$ cat config.mk
export PLATFORM = sky130hd
export DESIGN_NAME = reg_dump_reader
export DESIGN_NICKNAME = d
export VERILOG_FILES = /design/src/rtl/emu_pkg.sv /design/src/rtl/reg_dump_reader.sv
export SDC_FILE = /design/constraint.sdc
export NUM_CORES = 1
export LEC_CHECK = 0
export CAP_MARGIN = 20
export CORE_UTILIZATION = 42
export DETAILED_ROUTE_END_ITERATION = 8
export GPL_ROUTABILITY_DRIVEN = 0
export HOLD_SLACK_MARGIN = 0.03
export PLACE_DENSITY = 0.83
export SYNTH_ARGS = -nofsm -noshare
export SYNTH_HDL_FRONTEND = slang
export SYNTH_SLANG_ARGS = --single-unit
$ cat constraint.sdc
create_clock -name clk -period 1.8 [get_ports clk]
set_input_delay 0.45 -clock clk [delete_from_list [all_inputs] [get_ports clk]]
set_output_delay 0.45 -clock clk [all_outputs]
set_load 0.02 [all_outputs]
$ cat src/rtl/emu_pkg.sv
// Shared definitions for the emulator register file and its debug/trace helpers.
//   NUM_REGS     registers in the file
//   REG_WIDTH    register data width
//   CAR_REG_IDX  index of the carry register
//   dump_state_t state encoding of the register dump reader
package emu_pkg;

    localparam int unsigned NUM_REGS    = 13;
    localparam int unsigned REG_WIDTH   = 8;
    localparam int unsigned CAR_REG_IDX = 12;

    typedef enum logic [1:0] {
        IDLE = 2'd0,
        READ = 2'd1,
        HOLD = 2'd2,
        FIN  = 2'd3
    } dump_state_t;

endpackage

$ cat src/rtl/reg_dump_reader.sv
// Register dump reader: on start, walks register addresses first..NUM_REGS-1 through
// a combinational read port and streams each (address, value) pair on a valid/ready port.
// Never writes registers.
// Ports:
//   clk        clock, all state on posedge
//   reset      asynchronous active-high reset
//   start      begin a dump (honoured only when idle)
//   abort      synchronous cancel of a dump in progress
//   rf_addr    register-file read address (registered pointer, driven in every state)
//   rf_data    combinational read data for rf_addr
//   out_valid  out_addr/out_data hold a word
//   out_ready  consumer accepts the word when out_valid && out_ready
//   out_addr   register index of the current word
//   out_data   register value of the current word
//   busy       high in every state except IDLE
//   done       one-cycle pulse after the last word is accepted
module reg_dump_reader #(
    parameter int unsigned NUM_REGS  = emu_pkg::NUM_REGS,
    parameter int unsigned REG_WIDTH = emu_pkg::REG_WIDTH,
    parameter bit          SKIP_R0   = 1'b1,
    localparam int unsigned ADDR_W   = $clog2(NUM_REGS)
) (
    input  logic                 clk,
    input  logic                 reset,
    input  logic                 start,
    input  logic                 abort,
    output logic [ADDR_W-1:0]    rf_addr,
    input  logic [REG_WIDTH-1:0] rf_data,
    output logic                 out_valid,
    input  logic                 out_ready,
    output logic [ADDR_W-1:0]    out_addr,
    output logic [REG_WIDTH-1:0] out_data,
    output logic                 busy,
    output logic                 done
);

    import emu_pkg::*;

    // r0 is hard zero, so it is normally not worth sending.
    localparam logic [ADDR_W-1:0] FIRST_ADDR = SKIP_R0 ? ADDR_W'(1) : ADDR_W'(0);
    localparam logic [ADDR_W-1:0] LAST_ADDR  = ADDR_W'(NUM_REGS - 1);

    dump_state_t          state_q, state_d;
    logic [ADDR_W-1:0]    ptr_q;
    logic [ADDR_W-1:0]    out_addr_q;
    logic [REG_WIDTH-1:0] out_data_q;
    logic                 handshake;
    logic                 last_word;

    assign handshake = out_valid && out_ready;
    assign last_word = (ptr_q == LAST_ADDR);

    // State register
    always_ff @(posedge clk or posedge reset) begin
        if (reset) begin
            state_q <= IDLE;
        end else begin
            state_q <= state_d;
        end
    end

    // Next-state logic; abort beats start and any simultaneous handshake.
    always_comb begin
        state_d = state_q;
        if (state_q != IDLE && abort) begin
            state_d = IDLE;
        end else begin
            unique case (state_q)
                IDLE: if (start && !abort) state_d = READ;
                READ: state_d = HOLD;
                HOLD: if (handshake) state_d = last_word ? FIN : READ;
                FIN:  state_d = IDLE;
                default: state_d = IDLE;
            endcase
        end
    end

    // Outputs decoded from state; a word is on offer exactly while in HOLD.
    always_comb begin
        out_valid = 1'b0;
        busy      = 1'b1;
        done      = 1'b0;
        unique case (state_q)
            IDLE: busy      = 1'b0;
            READ: ;
            HOLD: out_valid = 1'b1;
            FIN:  done      = 1'b1;
            default: busy   = 1'b0;
        endcase
    end

    // Address pointer and output word registers.
    always_ff @(posedge clk or posedge reset) begin
        if (reset) begin
            ptr_q      <= '0;
            out_addr_q <= '0;
            out_data_q <= '0;
        end else if (!abort) begin
            if (state_q == IDLE && start) begin
                ptr_q <= FIRST_ADDR;
            end
            if (state_q == READ) begin
                out_addr_q <= ptr_q;
                out_data_q <= rf_data;
            end
            // Pointer stops at the last register; it never wraps.
            if (state_q == HOLD && handshake && !last_word) begin
                ptr_q <= ptr_q + ADDR_W'(1);
            end
        end
    end

    assign rf_addr  = ptr_q;
    assign out_addr = out_addr_q;
    assign out_data = out_data_q;

endmodule

Yosys cells after proc, flatten, opt, wreduce, memory -nomap -nowiden
Index checks and enable logic that the tools add are counted.

storage, ports and cells
  bits in registers = 18
  input bits = 13
  output and inout bits = 19
  word-level logic and storage cells = 36

cells by class
  add/subtract/negate cells = 1
  equality and inequality tests = 6
  multiplexer cells = 10
  bitwise gates (word level) = 1
  reductions and logical operators = 14

operators with widths
  cell                                                                    number
  2-bit two-way mux                                                       4
  4-bit two-way mux                                                       2
  2-bit one-hot mux with 4 select lines                                   1
  1-bit logical AND                                                       6
  3-bit != test (second input constant)                                   2
  2-bit AND reduction                                                     3
  4-bit by 1-bit adder with 4-bit output (second input constant)          1
  2-bit equality test (second input constant)                             2
  4-bit equality test (second input constant)                             1
  2-bit nonzero test                                                      2
  1-bit two-way mux                                                       3
  2-bit by 1-bit equality test with 1-bit output (second input constant)  1
  1-bit logical NOT                                                       2
  2-bit logical NOT                                                       1
  1-bit inverter                                                          1

Logic depth before layout (Yosys ltp)
  depth in word-level cells = 7
  mapped depth = 5

Worst setup path after synthesis
Ideal clock, no wire load.

  kind = reg-to-reg
  from = register state_q[1]
  to = register out_addr_q[0], in the netlist out_addr[0]
  arrival time = 1.197 ns
  required time = 1.675 ns
  path slack = 0.478 ns
  cell stages (with the launch flop) = 5
  path buffers = 1
  clock period less this slack = 1.322 ns
  cell sequence = dfrtp_1 > nand2b_1 > nor2_2 > buf_6 > mux2_4

on the way
  word-level cells in the longest chain between the ends = 2

ends and longest elaborated chain
  what                                            RTL line                source
  start, declared                                 reg_dump_reader.sv:43   dump_state_t state_q, state_d;
  start signal, assigned                          reg_dump_reader.sv:58   state_q <= state_d;
  2-bit by 1-bit equality test with 1-bit output  reg_dump_reader.sv:102  if (state_q == READ) begin
  2-bit AND reduction (no source line)            --
  end signal, assigned                            reg_dump_reader.sv:103  out_addr_q <= ptr_q;
  end, declared                                   reg_dump_reader.sv:45   logic [ADDR_W-1:0] out_addr_q;

Every way passes these cells.
A chain may end at the register's enable or synchronous reset.

Final worst setup path
  from = register state_q[0]
  to = output port out_valid

on the way
  word-level cells in the longest chain between the ends = 2

ends and longest elaborated chain
  what                 RTL line               source
  2-bit equality test  reg_dump_reader.sv:83  unique case (state_q)
  1-bit two-way mux    reg_dump_reader.sv:83
  end, declared        reg_dump_reader.sv:29  output logic out_valid,

Every way passes these cells.

==> impl_metrics.yaml <==
run_status:
  status: "completed"
global_route:
  grt_pass1_wl_um: 2550
  grt_pass1_vias: 616
  grt_max_degree: 19
  grt_overflow: 0
  track_usage_pct: 17.1
  antenna_found_initial: 0
placement:
  portBuffers: 31
  dp_slack_ps: -46.6
  detailed_place_hpwl_um: 1340
timing:
  worstMarginPinSlew_ps: 364
  slew_headroom_pct: 75.4
  rsz0062_at_grt: "no"
  fin_ws_ps: 62.1
  fmax_ghz: 0.575
  finalHoldViolCount: 0
  slew_violations: 0
  whs_ps: 463
  fin_crit_ps: 1740
  finalSetupViolCount: 0
  fin_crit_sh_pct: 96.6
  clock_skew_ps: 10.7
clock_tree:
  cts-htree-levels: 1
  cts_tree: "yes"
  clkTransAtPathRegs_ps: 90
  clock_sinks: 18
  cts.path.max_buffers: 2
  cts-buffers-inserted: 3
  clk_latency_ps: 290
  root_buffer: "clkbuf_4"
cells_and_area:
  seq_area_um2: 450
  utilization_pct: 69.6
  drive_gt1_share_pct: 27.2
  nets: 120
  multi_input_area_um2: 374
  antennaDiodeCount: 0
  fillCellCount: 143
  area_delta_synth_final_pct: 49.0
critical_path:
  critical_path.endpoint_type: "output port"
  crit_required_ps: 1350
  setup.worst_path.end: "out_valid"
  ff2ff_path_depth: 5
  r2r_setup_slack_ps: 310
  crit_path_start: "state_q[0]"
  reg2reg_from: "state_q[1]"
  path_class: "reg -> out"
  timing.rr.end: "out_data[2]"
  cp.arrival_ps: 1290
  startpoint_type: "flop"
  crit_fanout: 4
floorplanning:
  initial_utilization_pct: 46.7
  die_x_um: 47.0
  core_region_area_um2: 1820
  placementRows: 15
  die-area_um2: 2210
  die_h_um: 47.0
  boundaryPins: 32
yosys:
  synth.top_cells.by_count: "18 x dfrtp_1, 10 x mux2_4, 4 x inv_1, 4 x nand3_1, 3 x a21oi_1"
  synth_top_area_cell: "dfrtp_1"
  synth.most_common_cell: "dfrtp_1"
  synth-seq-cells: 18
  ys_seq_area_share_pct: 52.9
  syn_inst: 62
  synth_nets: 77
  yosys-top-cells-area: "dfrtp_1 53%, mux2_4 18%, ha_1 2.9%"
  synth_area_um2: 851
  synth-warning-count: 0
  yosys_most_used_dff: "dfrtp_1"
  ys_async_sr_fraction_pct: 100
  synth_cell_types: 24
  synth_edf_count: 0
  avgSynthCellArea_um2: 13.7
  synth_top_area_share_pct: 52.9
routing:
  totalWireLength_um: 1710
  antenna_left: 0
  drtPass1Iterations: 4
  drt_iter0_drc: 2
  wl_per_cell_um: 13.4
  viasPerCell: 4.98
  vias: 638
  drcViolationCount: 0
hold_path:
  hp-class: "in -> async"
pwr:
  irDropWorstVdd_mv: 0.485
  finalPower_mw: 1.13
  p_per_area_nw_per_um2: 894
  power_leakage_nw: 0.573
job:
  cap_violations: 0
==> flip-flops by register name (all words and copies together), names as in the netlist <==
name and cells:
out_data 8, rf_addr 4, state_q 2, out_addr 4
==> worst min-delay path by stage <==
stage / startpoint / end / slack (ps) / depth (start not counted)
final: reset / out_addr[3] / 460 / 3
after detailed placement: out_addr[1] / out_addr[1] / 500 / 1
after CTS: reset / out_data[2] / 460 / 3
after global routing: reset / out_data[2] / 510 / 3
after floorplan: reset / out_addr[0] / 390 / 1
after global placement: out_data[6] / out_data[6] / 490 / 1
==> routing by layer <==
metal  GRT usage (%)  share of wire (%)
met2            33.1                 52
met1            17.1                 42
met5               0                  0
met3            6.92                6.1
met4            3.43                  0
==> stage by stage <==
step	setup TNS (ps)	area, um^2	cells
6_report	0	1270	128
5_1_grt	0	1270	128
4_1_cts	0	1270	128
3_5_place_dp	-62.6	1240	123
3_3_place_gp	0	1240	123
2_1_floorplan	0	851	62
==> cells by family after synthesis <==
kind of cell / after synthesis / share of synthesized area, %
AOI/OAI and AO/OA: 9 / 7.79
adders and majority gates: 2 / 2.94
buffers and inverters: 5 / 3.09
DFF: 18 / 52.9
muxes: 14 / 22.6
and+or+nand+nor: 14 / 10.6
==> placed cells by master, fill, tap and decap left out, drive strengths merged, types with 2 or more instances in the layout <==
cell | Yosys | final
mux2 | 12 | 12
dfrtp | 18 | 18
inv | 4 | 4
clkdlybuf4s15 | 0 | 2
nand3 | 4 | 4
ha | 2 | 2
clkbuf | 0 | 4
a21oi | 3 | 3
dlygate4sd2 | 0 | 3
mux2i | 2 | 2
o2bb2ai | 2 | 2
clkdlybuf4s50 | 0 | 25
nor2 | 2 | 2
buf | 1 | 8
==> where the power goes <==
group | switching [mW] | total, mW | internal (mW)
logic | 0.183 | 0.426 | 0.244
registers | 0.0452 | 0.520 | 0.475
clock network | 0.109 | 0.186 | 0.0777
==> what timing repair did <==
item,in CTS,in global routing
setup buffers,2,0
endpoints found under the setup margin,6,3
resized for setup,6,4
hold buffers,0,0
endpoints found under the hold margin,0,0
cloned,0,0
==> worst max-delay path: stages, from the launching register on <==
cell	delay, ps
dfrtp_1	430
and2b_1	260
clkdlybuf4s15_1	320
==> final cells by class <==
type,instances,area share [%]
repair buffers,39,29.5
multi-input cells,39,29.5
inverters,4,1.18
clock buffers,3,1.78
flip-flops and latches,18,35.5
well taps,25,2.47
No activity file was read; power rests on OpenSTA's default activity.
